### src/rtl/noc_pkg.sv
// Shared types for the network interface: flit layout, coordinate width and TX FSM states.
package noc_pkg;

  localparam int COORD_W   = 4;
  localparam int PAYLOAD_W = 8;
  localparam int FLIT_W    = PAYLOAD_W + 2 * COORD_W;

  typedef struct packed {
    logic [PAYLOAD_W-1:0] payload;
    logic [COORD_W-1:0]   dest_x;
    logic [COORD_W-1:0]   dest_y;
  } flit_t;

  typedef enum logic [1:0] {
    TX_IDLE,
    TX_SEND,
    TX_STALL
  } tx_state_t;

  function automatic flit_t make_flit(input logic [COORD_W-1:0]   x,
                                      input logic [COORD_W-1:0]   y,
                                      input logic [PAYLOAD_W-1:0] p);
    flit_t f;
    f.payload = p;
    f.dest_x  = x;
    f.dest_y  = y;
    return f;
  endfunction

endpackage

### src/rtl/nic_rx_fifo.sv
// Show-ahead receive FIFO; the caller gates push so a write to a full FIFO only lands alongside a pop.
module nic_rx_fifo #(
  parameter int DEPTH = 4,
  parameter int WIDTH = 16
) (
  input  logic                       clk,
  input  logic                       rst,
  input  logic                       push,
  input  logic                       pop,
  input  logic [WIDTH-1:0]           wdata,
  output logic [WIDTH-1:0]           rdata,
  output logic                       full,
  output logic                       empty,
  output logic [$clog2(DEPTH+1)-1:0] count
);

  localparam int PW = $clog2(DEPTH);
  localparam int CW = $clog2(DEPTH + 1);
  localparam logic [CW-1:0] FULL_LVL = CW'(DEPTH);

  logic [WIDTH-1:0] mem [DEPTH];
  logic [PW-1:0]    wr_ptr;
  logic [PW-1:0]    rd_ptr;

  always_ff @(posedge clk or negedge rst) begin
    if (!rst) begin
      wr_ptr <= '0;
      rd_ptr <= '0;
      count  <= '0;
    end else begin
      if (push) wr_ptr <= wr_ptr + 1'b1;
      if (pop)  rd_ptr <= rd_ptr + 1'b1;
      case ({push, pop})
        2'b10:   count <= count + 1'b1;
        2'b01:   count <= count - 1'b1;
        default: ;
      endcase
    end
  end

  // Storage needs no reset: the pointers and count define what is valid.
  always_ff @(posedge clk) begin
    if (push) mem[wr_ptr] <= wdata;
  end

  assign rdata = mem[rd_ptr];
  assign full  = (count == FULL_LVL);
  assign empty = (count == '0);

endmodule

### src/rtl/noc_nic.sv
// Network interface: credit-based flit TX toward the router and a show-ahead RX buffer toward the host.
// Optional traffic counters are built only when NOC_NIC_STATS_EN is defined.
//
// state    | meaning
// TX_IDLE  | no request pending; accept when a credit is held
// TX_SEND  | registered flit on tx_data_o with tx_enable_o high, one credit consumed
// TX_STALL | request refused for lack of credit; waiting for a returned credit
module noc_nic
  import noc_pkg::*;
#(
  parameter int XCOORD  = 0,
  parameter int YCOORD  = 0,
  parameter int CREDITS = 4,
  parameter int RXDEPTH = 4
) (
  input  logic        clk,
  input  logic        rst,
  output logic [15:0] tx_data_o,
  output logic        tx_enable_o,
  input  logic        tx_credit_i,
  input  logic [15:0] rx_data_i,
  input  logic        rx_enable_i,
  output logic        rx_credit_o,
  input  logic        host_req_i,
  input  logic [3:0]  host_dest_x_i,
  input  logic [3:0]  host_dest_y_i,
  input  logic [7:0]  host_payload_i,
  output logic        host_ack_o,
  output logic        host_rx_valid_o,
  output logic [15:0] host_rx_data_o,
  input  logic        host_rx_ready_i,
  output logic        err_overflow_o,
  output logic        err_misroute_o,
  output logic [15:0] tx_count_o,
  output logic [15:0] rx_count_o
);

  localparam int CRW = $clog2(CREDITS + 1);
  localparam logic [CRW:0]         CRED_MAX = (CRW+1)'(CREDITS);
  localparam logic [COORD_W-1:0]   MY_X     = COORD_W'(XCOORD);
  localparam logic [COORD_W-1:0]   MY_Y     = COORD_W'(YCOORD);

  tx_state_t      state;
  logic [CRW-1:0] credits;
  logic [CRW:0]   cred_net;
  logic           cred_ovf;
  logic           sending;
  logic           ack_raw;

  logic                         rx_push;
  logic                         rx_pop;
  logic                         rx_full;
  logic                         rx_empty;
  logic [$clog2(RXDEPTH+1)-1:0] rx_level;
  logic                         rx_drop;
  logic                         rx_misaddr;

  assign sending = (state == TX_SEND);

  // One extra bit so a return at full credit is visible as overflow.
  always_comb begin
    cred_net = {1'b0, credits} + (CRW+1)'(tx_credit_i) - (CRW+1)'(sending);
    cred_ovf = (cred_net > CRED_MAX);
    ack_raw  = 1'b0;
    case (state)
      TX_IDLE: ack_raw = host_req_i && (credits != '0);
      default: ack_raw = host_req_i && (cred_net != '0);
    endcase
  end

  assign host_ack_o = rst & ack_raw;

  always_ff @(posedge clk or negedge rst) begin
    if (!rst) begin
      state       <= TX_IDLE;
      credits     <= CRW'(CREDITS);
      tx_data_o   <= '0;
      tx_enable_o <= 1'b0;
    end else begin
      tx_enable_o <= ack_raw;
      if (ack_raw) tx_data_o <= make_flit(host_dest_x_i, host_dest_y_i, host_payload_i);
      credits <= cred_ovf ? CRED_MAX[CRW-1:0] : cred_net[CRW-1:0];
      case (state)
        TX_IDLE:  state <= ack_raw ? TX_SEND : (host_req_i ? TX_STALL : TX_IDLE);
        TX_SEND:  state <= ack_raw ? TX_SEND : (host_req_i ? TX_STALL : TX_IDLE);
        TX_STALL: state <= ack_raw ? TX_SEND : (host_req_i ? TX_STALL : TX_IDLE);
        default:  state <= TX_IDLE;
      endcase
    end
  end

  assign rx_pop     = host_rx_ready_i && !rx_empty;
  assign rx_push    = rx_enable_i && (!rx_full || rx_pop);
  assign rx_drop    = rx_enable_i && rx_full && !rx_pop;
  assign rx_misaddr = rx_enable_i &&
                      ((rx_data_i[7:4] != MY_X) || (rx_data_i[3:0] != MY_Y));

  nic_rx_fifo #(
    .DEPTH (RXDEPTH),
    .WIDTH (FLIT_W)
  ) u_rx_fifo (
    .clk   (clk),
    .rst   (rst),
    .push  (rx_push),
    .pop   (rx_pop),
    .wdata (rx_data_i),
    .rdata (host_rx_data_o),
    .full  (rx_full),
    .empty (rx_empty),
    .count (rx_level)
  );

  assign host_rx_valid_o = (rx_level != '0);

  always_ff @(posedge clk or negedge rst) begin
    if (!rst) begin
      rx_credit_o    <= 1'b0;
      err_overflow_o <= 1'b0;
      err_misroute_o <= 1'b0;
    end else begin
      rx_credit_o <= rx_pop;
      if (cred_ovf || rx_drop) err_overflow_o <= 1'b1;
      if (rx_misaddr)          err_misroute_o <= 1'b1;
    end
  end

`ifdef NOC_NIC_STATS_EN
  logic [15:0] tx_cnt;
  logic [15:0] rx_cnt;

  always_ff @(posedge clk or negedge rst) begin
    if (!rst) begin
      tx_cnt <= '0;
      rx_cnt <= '0;
    end else begin
      if (tx_enable_o) tx_cnt <= tx_cnt + 16'd1;
      if (rx_push)     rx_cnt <= rx_cnt + 16'd1;
    end
  end

  assign tx_count_o = tx_cnt;
  assign rx_count_o = rx_cnt;
`else
  assign tx_count_o = '0;
  assign rx_count_o = '0;
`endif

endmodule
### config.mk
export PLATFORM = sky130hd
export DESIGN_NAME = noc_nic
export DESIGN_NICKNAME = d
export VERILOG_FILES = /design/src/rtl/noc_pkg.sv /design/src/rtl/nic_rx_fifo.sv /design/src/rtl/noc_nic.sv
export SDC_FILE = /design/constraint.sdc
export NUM_CORES = 1
export LEC_CHECK = 0
export CAP_MARGIN = 20
export CORE_MARGIN = 4
export CORE_UTILIZATION = 52
export DETAILED_ROUTE_END_ITERATION = 6
export PLACE_DENSITY = 0.85
export SYNTH_ARGS = -nofsm -noshare
export SYNTH_HDL_FRONTEND = slang
export SYNTH_SLANG_ARGS = --single-unit
### constraint.sdc
create_clock -name clk -period 7.1 [get_ports clk]
set_input_delay 1.065 -clock clk [delete_from_list [all_inputs] [get_ports clk]]
set_output_delay 1.065 -clock clk [all_outputs]
set_load 0.01 [all_outputs]
Yosys cells after proc, flatten, opt, wreduce, memory -nomap -nowiden
Memories as Yosys holds them, arrays and structs flattened.
Cells that the tools add are included.
Widths: inputs -> output; s select.
{"block": "totals", "register_bits": 32, "latch_bits": 0, "ram_bits": 64, "romBits": 0, "inputBits": 38, "out_inout_bits": 70, "wordCells": 54, "n_memories": 1}
{"block": "classes", "addsub": 6, "multipliers": 0, "div_mod_pow": 0, "n_lt_le_gt_ge": 1, "n_eq_ne": 5, "n_shift": 0, "n_mux": 8, "bitwise": 1, "n_reduce_logical": 22}
{"memory": "u_rx_fifo.mem", "depth": 4, "width": 16, "rd": 1, "rd_ports_with_merged_regs": 0, "write_ports": 1, "line_no": "nic_rx_fifo.sv:21", "text": "logic [WIDTH-1:0] mem [DEPTH];"}
{"operator": "$reduce_bool 4->1", "n": 3}
{"operator": "$logic_and 1x1->1", "n": 7}
{"operator": "$mux 2", "n": 3}
{"operator": "$pmux 3 s2", "n": 1}
{"operator": "$reduce_bool 3->1", "n": 2}
{"operator": "$add 2x1->2 const B", "n": 2}
{"operator": "$add 3x1->4", "n": 1}
{"operator": "$eq 2x1->1 const B", "n": 2}
{"operator": "$eq 2x2->1 const B", "n": 2}
{"operator": "$gt 4x3->1 const B", "n": 1}
{"operator": "$sub 4x1->4", "n": 1}
{"operator": "$add 3x1->3 const B", "n": 1}
{"operator": "$eq 3x3->1 const B", "n": 1}
{"operator": "$logic_not 1->1", "n": 3}
{"operator": "$logic_not 3->1", "n": 1}
{"operator": "$logic_or 1x1->1", "n": 3}
{"operator": "$mux 1", "n": 3}
{"operator": "$mux 3", "n": 1}
{"operator": "$reduce_or 3->1", "n": 1}
{"operator": "$sub 3x1->3 const B", "n": 1}
{"operator": "$logic_not 2->1", "n": 1}
{"operator": "$reduce_bool 2->1", "n": 1}
{"operator": "$and 1x1->1", "n": 1}

Logic depth before layout (Yosys ltp)
Gate-level depths: netlist of run 1.
{"block": "depth", "depth_word": 7, "ltp_mapped": 12, "mapped_depth_nobuf": 10}

By module
Synthesis of run 1 repeated with hierarchy kept, for this count alone.
{"block": "unflattened", "cells_unflattened": 239, "area_unflattened_um2": 4140.2}
{"module": "nic_rx_fifo", "instances": 1, "cells_each": 121, "area_each_um2": 2747.6, "seq_area_each_um2": 2097.0}
{"module": "noc_nic", "instances": 1, "cells_each": 118, "area_each_um2": 1392.6, "seq_area_each_um2": 626.9}

Worst setup path before layout of run 1
OpenSTA, ideal clock, no wires.
{"block": "synth_timing", "path_type": "input to output", "start": "input port tx_credit_i", "end": "output port host_ack_o", "t_arrival_ns": 2.422, "t_required_ns": 6.035, "path_slack_ns": 3.613, "path_stages": 7, "path_buffers": 0, "path_cell_list": "ha_1 inv_1 fa_1 xor2_1 nand3_4 o21a_1 and3_1"}
{"block": "synth_between", "elab_chain_cells": 6}
{"element": "from (decl)", "line_no": "noc_nic.sv:20", "text": "input logic tx_credit_i,"}
{"element": "$add 3x1->4", "line_no": "noc_nic.sv:62", "text": "cred_net = {1'b0, credits} + (CRW+1)'(tx_credit_i) - (CRW+1)'(sending);"}
{"element": "$sub 4x1->4", "line_no": "noc_nic.sv:62"}
{"element": "$reduce_bool 4->1", "line_no": "noc_nic.sv:67", "text": "default: ack_raw = host_req_i && (cred_net != '0);"}
{"element": "$logic_and 1x1->1", "line_no": "noc_nic.sv:67"}
{"element": "$mux 1", "line_no": "noc_nic.sv:65", "text": "case (state)"}
{"element": "$and 1x1->1", "line_no": "noc_nic.sv:71", "text": "assign host_ack_o = rst & ack_raw;"}
{"element": "to (decl)", "line_no": "noc_nic.sv:28", "text": "output logic host_ack_o,"}
No other way between the ends.

Worst setup path in the final report of run 1
Ends and elaborated chain as after synthesis.

==> results of run 1 <==
-- report_power, final --
group          switching [mW]  leakage (nW)  internal (mW)  total, mW
logic                   0.347         0.868          0.455      0.803
registers              0.0857         0.961          0.759      0.845
clock network           0.184         0.107          0.174      0.358
total                   0.617          1.94           1.39       2.01
-- cells in the final DEF (no fill, tap or decap), drive strengths merged, types with 7 or more instances in the layout --
cell type / instances
inv: 14
clkbuf: 10
mux4: 16
conb: 32
ha: 9
clkdlybuf4s50: 75
edfxtp: 64
mux2: 16
nand2: 7
dfrtp: 31
-- state kept, by name (all words and copies together) (netlist names) --
name	flops
u_rx_fifo.rd_ptr	2
state	2
rx_credit_o	1
u_rx_fifo.count	3
tx_data_o	16
err_misroute_o	1
u_rx_fifo.wr_ptr	2
err_overflow_o	1
credits	3
tx_enable_o	1
u_rx_fifo.mem	64
-- worst register-to-register path, stage by stage, from the launching register on --
cell and delay (ns):
dfrtp_1 0.42, nor2b_1 0.15, ha_1 0.27, inv_1 0.06, ha_1 0.17, inv_1 0.06
fa_1 0.46, nor2b_1 0.16, o21ai_0 0.11, o211a_1 0.71, mux2_1 0.39
-- metal layers --
layer	track usage, %	up-vias	part of all wire (%)
met5	0	-	0
met4	5.18	0	1.1
met3	6.71	6	8.9
met2	23.7	75	51
met1	17.3	1048	39
li1	-	960	-
-- per-stage QoR --
step / std cells / utilization (%) / power, mW / hold WS, ns
3_5_place_dp: 409 / 62.6 / 1.65 / 0.451
4_1_cts: 425 / 65.2 / 2.01 / 0.482
3_3_place_gp: 409 / 62.6 / 1.62 / 0.439
5_1_grt: 426 / 65.6 / 2.13 / 0.516
6_report: 426 / 65.6 / 2.01 / 0.478
2_1_floorplan: 270 / - / 1.33 / 0.447
-- area by class of cell --
class,instances,share of cell area (%)
flip-flops and latches,96,54.0
clock buffers,10,2.73
multi-input cells,122,22.9
repair buffers,77,15.6
well taps,102,2.53
inverters,13,0.968
clock inverters,6,1.32
-- final timing paths --
path,startpoint,to,cells past startpoint
min,err_misroute_o,err_misroute_o,1
max,tx_credit_i,host_ack_o,9
min reg2reg,err_misroute_o,err_misroute_o,1
min in group asynchronous,rst,state[1],2
max reg2reg,state[0],tx_data_o[0],10
max in group asynchronous,rst,credits[2],2
-- cells by family (layout without fill, tap and decap cells) --
logic type      after synthesis  after routing  synth area share [%]
flops                        96             96                  66.6
buf+inv                      52            106                  8.13
mux                          32             32                  14.0
simple gates                 31             31                  4.37
fa+ha+maj                    11             11                  3.73
compound gates                9              9                  1.59
xor+xnor                      7              7                  1.50
other cells                   1             32                0.0916
==> results.json, run 1 <==
{
  "status": "finished clean",
  "crit_type": "input port to primary output",
  "synthTopCellsByArea": "edfxtp_1 (47%), dfrtp_1 (19%), mux4_2 (8.8%)",
  "wirelength_mm": 6.85,
  "setup.worst_path.start_class": "input port",
  "irDropWorstVdd_mv": 0.218,
  "stdcell_area_mm2": 0.00504,
  "register_area_mm2": 0.00272,
  "synth_seq_area_share_pct": 66.6,
  "drtAntennaViolNets": 0,
  "multi_input_area_mm2": 0.00115,
  "hold_viol": 0,
  "cp_common_cell": "clkdlybuf4s50_1",
  "slew_headroom_pct": 45.9,
  "endpoint_kind": "primary output",
  "first_iter_violations": 88,
  "gp_congestion": 0.827,
  "critical_path.cell_chain": "clkdlybuf4s50_1 -> ha_1 -> inv_1 -> fa_1 -> xor2_1 -> nand3_4 -> o21a_1 -> and3_1 -> clkdlybuf4s50_1",
  "cp.arrival_ns": 3.49,
  "holdBufCountCts": 0,
  "die_w_um": 96.7,
  "worst_pin_slew_ns": 0.812,
  "post-route-period-util_pct": 64.1,
  "tns_ns": 0,
  "cts-resized-gates": 0,
  "initial_core_util_pct": 53.2,
  "synth.distinct_cells": 34,
  "cp_max_fo": 5,
  "grt_max_degree": 34,
  "p_per_area_mw_per_mm2": 398,
  "place_hpwl_mm": 4.76,
  "synth_area_per_cell_um2": 17.1,
  "critical-path-top-delay-family": "buffers and inverters",
  "cts.clk_slew.worst_paths_ns": 0.09,
  "max_clock_freq_mhz": 220,
  "ioPinCount": 108,
  "setup_viol": 0,
  "synth_commonest_cells": "edfxtp_1 (64), buf_4 (32), dfrtp_1 (31)",
  "cts_buffers": 9,
  "htreeDepth": 3,
  "p_leak_nw": 1.94,
  "fin_skew_ns": 0.00708,
  "fin_ws_ns": 2.55,
  "area_delta_synth_final_pct": 23.2,
  "synth_ff_type": "edfxtp_1",
  "diodes": 0,
  "synth_area_mm2": 0.00409,
  "cts_tree": "yes",
  "synth_area_leader_cell": "edfxtp_1",
  "post_drt_wl_per_cell_um": 16.1,
  "cts_setup_buffers": 0,
  "cts_root_buffer": "clkbuf_8",
  "crit_buf_inv": 3,
  "avgViaCountPerCell": 4.90,
  "max_stage_delay_ns": 0.48,
  "drv_slew": 0,
  "crit_slowest_cell": "clkdlybuf4s50_1",
  "fp.dieH_um": 96.7,
  "ys_async_sr_fraction_pct": 33.3,
  "yosysMostFrequentCell": "edfxtp_1",
  "clk_latency_ns": 0.35,
  "grt_pass1_vias": 2183,
  "fp-row-count": 32,
  "antenna_found_initial": 0,
  "ys_seq_elements": 96,
  "clockBufferDepth": 2,
  "synth_edf_count": 64,
  "preCtsSetupSlack_ns": 2.54,
  "io_buffers": 75,
  "cp.required_ns": 6.03,
  "grt-ovfl-total": 0,
  "reg2reg_slack_ns": 4.04,
  "track_usage_pct": 14.6,
  "clock_sinks": 96,
  "drive_above_1_share_pct": 14.5,
  "layout_min_cycle_time_ns": 4.55,
  "yosysTopAreaCellShare_pct": 47.0,
  "synth_cells": 239,
  "synth_warnings": 0,
  "core-area_mm2": 0.00769,
  "grt_first_pass_wirelength_mm": 10.7,
  "dr.pass1.iters": 4,
  "post_dp_cell_area_mm2": 0.00481,
  "die_area_mm2": 0.00935,
  "min_path_type": "flip-flop to flip-flop",
  "drc": 0,
  "nets": 368,
  "rsz0062_at_grt": "no",
  "via_count": 2089,
  "cap_viol_max_count": 0,
  "n_fill_cell": 562
}
(Power assumes the default switching activity.)
==> inputs of run 2 (changes only) <==
--- a/config.mk
+++ b/config.mk
@@ -7,9 +7,9 @@
 export LEC_CHECK = 0
 export CAP_MARGIN = 20
 export CORE_MARGIN = 4
-export CORE_UTILIZATION = 52
+export CORE_UTILIZATION = 44
 export DETAILED_ROUTE_END_ITERATION = 6
-export PLACE_DENSITY = 0.85
+export PLACE_DENSITY = 0.76
 export SYNTH_ARGS = -nofsm -noshare
 export SYNTH_HDL_FRONTEND = slang
 export SYNTH_SLANG_ARGS = --single-unit
==> constraint.sdc (replaced) <==
create_clock -name clk -period 3.7 [get_ports clk]
set_input_delay 0.555 -clock clk [delete_from_list [all_inputs] [get_ports clk]]
set_output_delay 0.555 -clock clk [all_outputs]
set_load 0.01 [all_outputs]
==> results.json, run 2 (same netlist as run 1, synthesis figures left out) <==
{
  "reg2reg_slack_ns": 0.69,
  "irDropWorstVdd_mv": 0.333,
  "tns_ns": 0,
  "fin_skew_ns": 0.0117,
  "nets": 369,
  "p_leak_nw": 1.94,
  "largest_reg_flops": 64,
  "regMostFlops": "u_rx_fifo.mem",
  "clk_latency_ns": 0.36,
  "via_count": 2099,
  "first_iter_violations": 98,
  "n_fill_cell": 721,
  "drive_above_1_share_pct": 15.1,
  "diodes": 0,
  "avgViaCountPerCell": 4.85,
  "total_power_mw": 3.79,
  "cts_setup_buffers": 0,
  "die_area_mm2": 0.0109,
  "grt_first_pass_wirelength_mm": 11.6,
  "post-route-period-util_pct": 89.4,
  "cts_buffers": 9,
  "status": "finished clean",
  "worst_pin_slew_ns": 0.849,
  "cts-resized-gates": 1,
  "initial_core_util_pct": 46.0,
  "cp.required_ns": 3.14,
  "fp-row-count": 34,
  "die_w_um": 104,
  "post_drt_wl_per_cell_um": 16.5,
  "grt_pass1_vias": 2257,
  "area_delta_synth_final_pct": 22.9,
  "io_buffers": 75,
  "holdBufCountCts": 0,
  "critPathLaunch": "state[0]",
  "gp_congestion": 0.722,
  "place_hpwl_mm": 4.91,
  "hp-start": "u_rx_fifo.count[2]",
  "slew_headroom_pct": 43.4,
  "layout_min_cycle_time_ns": 3.31,
  "max_clock_freq_mhz": 302,
  "setup.worst_path.start_class": "flip-flop",
  "drtAntennaViolNets": 0,
  "cp_max_fo": 5,
  "hold_viol": 0,
  "largestRegisters": "u_rx_fifo.mem x64, tx_data_o x16",
  "endpoint_kind": "primary output",
  "crit_type": "flip-flop to primary output",
  "dr.pass1.iters": 4,
  "fp.dieH_um": 104,
  "core-area_mm2": 0.00889,
  "cts.clk_slew.worst_paths_ns": 0.09,
  "cp.arrival_ns": 2.75,
  "setup_viol": 0,
  "antenna_found_initial": 0,
  "cap_viol_max_count": 0,
  "drv_slew": 0,
  "p_per_area_mw_per_mm2": 754,
  "clockBufferDepth": 2,
  "grt_max_degree": 33,
  "rsz0062_at_grt": "no",
  "wirelength_mm": 7.13,
  "final_cell_mix": "clkdlybuf4s50_1 (74), edfxtp_1 (64), conb_1 (32)",
  "track_usage_pct": 13.5,
  "clock_sinks": 96,
  "htreeDepth": 3,
  "layout_commonest_cell": "clkdlybuf4s50_1",
  "ioPinCount": 108,
  "cts_tree": "yes",
  "cts_root_buffer": "clkbuf_8",
  "grt-ovfl-total": 0,
  "drc": 0,
  "min_path_type": "flip-flop to flip-flop",
  "worstReg2RegStart": "state[0]"
}
[run 2: final timing paths]
check | endpoint | cells past startpoint
max | host_ack_o | 11
min | u_rx_fifo.count[2] | 1
max reg2reg | tx_data_o[14] | 10
min reg2reg | u_rx_fifo.count[2] | 1
max in group asynchronous | credits[2] | 2
min in group asynchronous | tx_data_o[6] | 2
[run 2: per-layer routing]
metal | vias up | GRT usage (%) | routed length [µm]
met5 | - | 0 | 0
li1 | 965 | - | -
met1 | 1067 | 16.3 | 2980
met4 | 0 | 2.85 | 56
met2 | 60 | 23.6 | 3690
met3 | 7 | 4.41 | 400
[run 2: layout make-up]
type,count,area (µm²),area share (%)
repair buffers,78,776,15.4
flip-flops and latches,96,2720,54.1
inverters,13,48.8,0.970
clock inverters,6,57.6,1.14
multi-input cells,122,1160,23.1
well taps,108,135,2.69
clock buffers,10,128,2.54
[run 2: critical path, stage by stage, from the launching register on]
cell and delay [ns]:
dfrtp_1 0.41, nor2b_1 0.14, ha_1 0.26, inv_1 0.05, ha_1 0.17, inv_1 0.06
fa_1 0.40, xor2_2 0.24, nand3_4 0.12, o21a_1 0.20, and3_1 0.18, dlymetal6s2s_1 0.16
[run 2: metrics by stage]
step / cell area [µm²] / hold WS [ns] / util (%) / setup WS [ns] / std cells
global route: 5030 / 0.502 / 56.6 / 0.193 / 433
finish: 5030 / 0.485 / 56.6 / 0.392 / 433
floorplan: 4210 / 0.259 / - / 0.977 / 270
global placement: 4830 / 0.458 / 54.4 / 0.240 / 417
CTS: 5030 / 0.490 / 56.5 / 0.00892 / 433
detailed placement: 4830 / 0.472 / 54.4 / 0.197 / 417
[run 2: power breakdown]
group	internal (mW)	switching [mW]
logic	0.865	0.668
clock network	0.262	0.386
registers	1.46	0.158
==> inputs of run 3 (changes only) <==
==> constraint.sdc (replaced) <==
create_clock -name clk -period 2.95 [get_ports clk]
set_input_delay 0.4425 -clock clk [delete_from_list [all_inputs] [get_ports clk]]
set_output_delay 0.4425 -clock clk [all_outputs]
set_load 0.01 [all_outputs]
==> results.json, run 3 (same netlist as run 1, synthesis figures left out) <==
{
  "status": "finished, violations left",
  "violations": "negative setup slack",
  "largest_reg_flops": 64,
  "die_w_um": 104,
  "endpoint_kind": "primary output",
  "crit_type": "flip-flop to primary output",
  "highest_layer": "met4",
  "irDropWorstVdd_mv": 0.492,
  "drtAntennaViolNets": 0,
  "drc": 0,
  "cap_viol_max_count": 0,
  "min_path_type": "flip-flop to flip-flop",
  "first_iter_violations": 63,
  "htreeDepth": 3,
  "io_buffers": 75,
  "cp.required_ns": 2.51,
  "grt_first_pass_wirelength_mm": 12.0,
  "holdBufCountCts": 0,
  "dr.pass1.iters": 4,
  "crit_slowest_cell": "fa_2",
  "regMostFlops": "u_rx_fifo.mem",
  "diodes": 0,
  "final_cell_mix": "clkdlybuf4s50_1 (74), edfxtp_1 (64), conb_1 (32)",
  "initial_core_util_pct": 46.0,
  "max_stage_delay_ns": 0.52,
  "gp_congestion": 0.673,
  "fp.dieH_um": 104,
  "grt_max_degree": 33,
  "avgViaCountPerCell": 4.83,
  "wl_met3_um": 327,
  "fin_skew_ns": 0.0112,
  "cts.clk_slew.worst_paths_ns": 0.09,
  "drive_above_1_share_pct": 21.8,
  "multi_input_area_mm2": 0.00120,
  "p_per_area_mw_per_mm2": 984,
  "tns_ns": -0.107,
  "rsz0062_at_grt": "yes",
  "setup_viol": 1,
  "core-area_mm2": 0.00889,
  "critical-path-top-delay-family": "adder cells",
  "worst_pin_slew_ns": 0.851,
  "cts_root_buffer": "clkbuf_8",
  "worstReg2RegStart": "state[0]",
  "reg2reg_slack_ns": 0.17,
  "wirelength_mm": 7.52,
  "slew_headroom_pct": 43.3,
  "met2WireLength_mm": 3.82,
  "ioPinCount": 108,
  "place_hpwl_mm": 5.08,
  "clockBufferDepth": 2,
  "cts_buffers": 9,
  "via_count": 2161,
  "crit_buf_inv": 3,
  "area_delta_synth_final_pct": 27.7,
  "hp-start": "err_misroute_o",
  "layout_min_cycle_time_ns": 3.06,
  "die_area_mm2": 0.0109,
  "n_fill_cell": 703,
  "cts_tree": "yes",
  "fin_ws_ns": -0.107,
  "hold_viol": 0,
  "whs_path_depth": 1,
  "drv_slew": 0,
  "clk_latency_ns": 0.35,
  "met1_length_mm": 3.32,
  "post_drt_wl_per_cell_um": 16.8,
  "largestRegisters": "u_rx_fifo.mem x64, tx_data_o x16",
  "max_clock_freq_mhz": 327,
  "critical_path.cell_chain": "nor2b_1 -> ha_1 -> inv_1 -> ha_2 -> inv_2 -> fa_2 -> nor2b_4 -> o21ai_2 -> o21a_1 -> and3_1 -> buf_2",
  "r2r_end": "tx_data_o[7]",
  "post-route-period-util_pct": 104,
  "nets": 383,
  "fin_util_pct": 58.8,
  "clock_sinks": 96,
  "setup.worst_path.start_class": "flip-flop",
  "hold_path_end": "err_misroute_o",
  "cp_max_fo": 2,
  "p_leak_nw": 2.03,
  "layout_commonest_cell": "clkdlybuf4s50_1",
  "whs_ns": 0.467,
  "reg2reg_depth": 12,
  "fp-row-count": 34,
  "cp.arrival_ns": 2.61,
  "track_usage_pct": 13.9,
  "grt_pass1_vias": 2312,
  "grt-ovfl-total": 0,
  "antenna_found_initial": 0,
  "register_area_mm2": 0.00272
}
## run 3: cell types whose count changed in the layout (fill, tap and decap cells not counted), sizes merged
cell	before	now
clkbuf	10	12
inv	17	15
buf	3	16
clkinvlp	0	2
bufinv	0	1
clkinv	2	1
dlymetal6s2s	1	0
## run 3: timing repair
| item | CTS | global route |
|---|---|---|
| setup endpoints to repair | 1 | 17 |
| setup buffers | 5 | 0 |
| gates cloned | 0 | 2 |
| pin swaps | 5 | 2 |
| resized for setup | 19 | 1 |
## run 3: per-layer routing
layer / track usage (%) / up-vias
met5: 0 / -
met4: 3.61 / 0
met3: 3.72 / 8
met2: 23.6 / 58
met1: 17.8 / 1100
li1: - / 995
## run 3: final cells by class
cell class	instances	share of cell area (%)
flip-flops and latches	96	52.1
multi-input cells	122	23.0
repair buffers	92	17.6
well taps	108	2.59
clock buffers	10	2.44
clock inverters	6	1.29
inverters	13	0.934
## run 3: power breakdown
group	internal, mW	leakage [nW]	total (mW)	switching [mW]
combinational	1.33	0.974	2.31	0.983
sequential	1.83	0.961	1.97	0.147
clock	0.397	0.0933	0.858	0.461
## run 3: worst max-delay path by stage
stage | from | to | slack [ns] | cells after the start
3_5_place_dp | tx_credit_i | host_ack_o | -0.27 | 9
6_report | state[0] | host_ack_o | -0.11 | 11
2_1_floorplan | state[0] | tx_data_o[10] | 0.27 | 12
4_1_cts | state[0] | host_ack_o | -0.12 | 11
3_3_place_gp | tx_credit_i | host_ack_o | -0.25 | 9
5_1_grt | state[0] | host_ack_o | -0.24 | 11
## run 3: through the flow
stage | cell area, µm² | power, mW | std cells | setup WS (ns)
floorplan | 4210 | 3.19 | 270 | 0.270
global placement | 4910 | 4.08 | 426 | -0.251
detailed placement | 4910 | 4.13 | 426 | -0.268
CTS | 5190 | 5.18 | 447 | -0.123
global route | 5230 | 5.45 | 447 | -0.242
finish | 5230 | 5.14 | 447 | -0.107
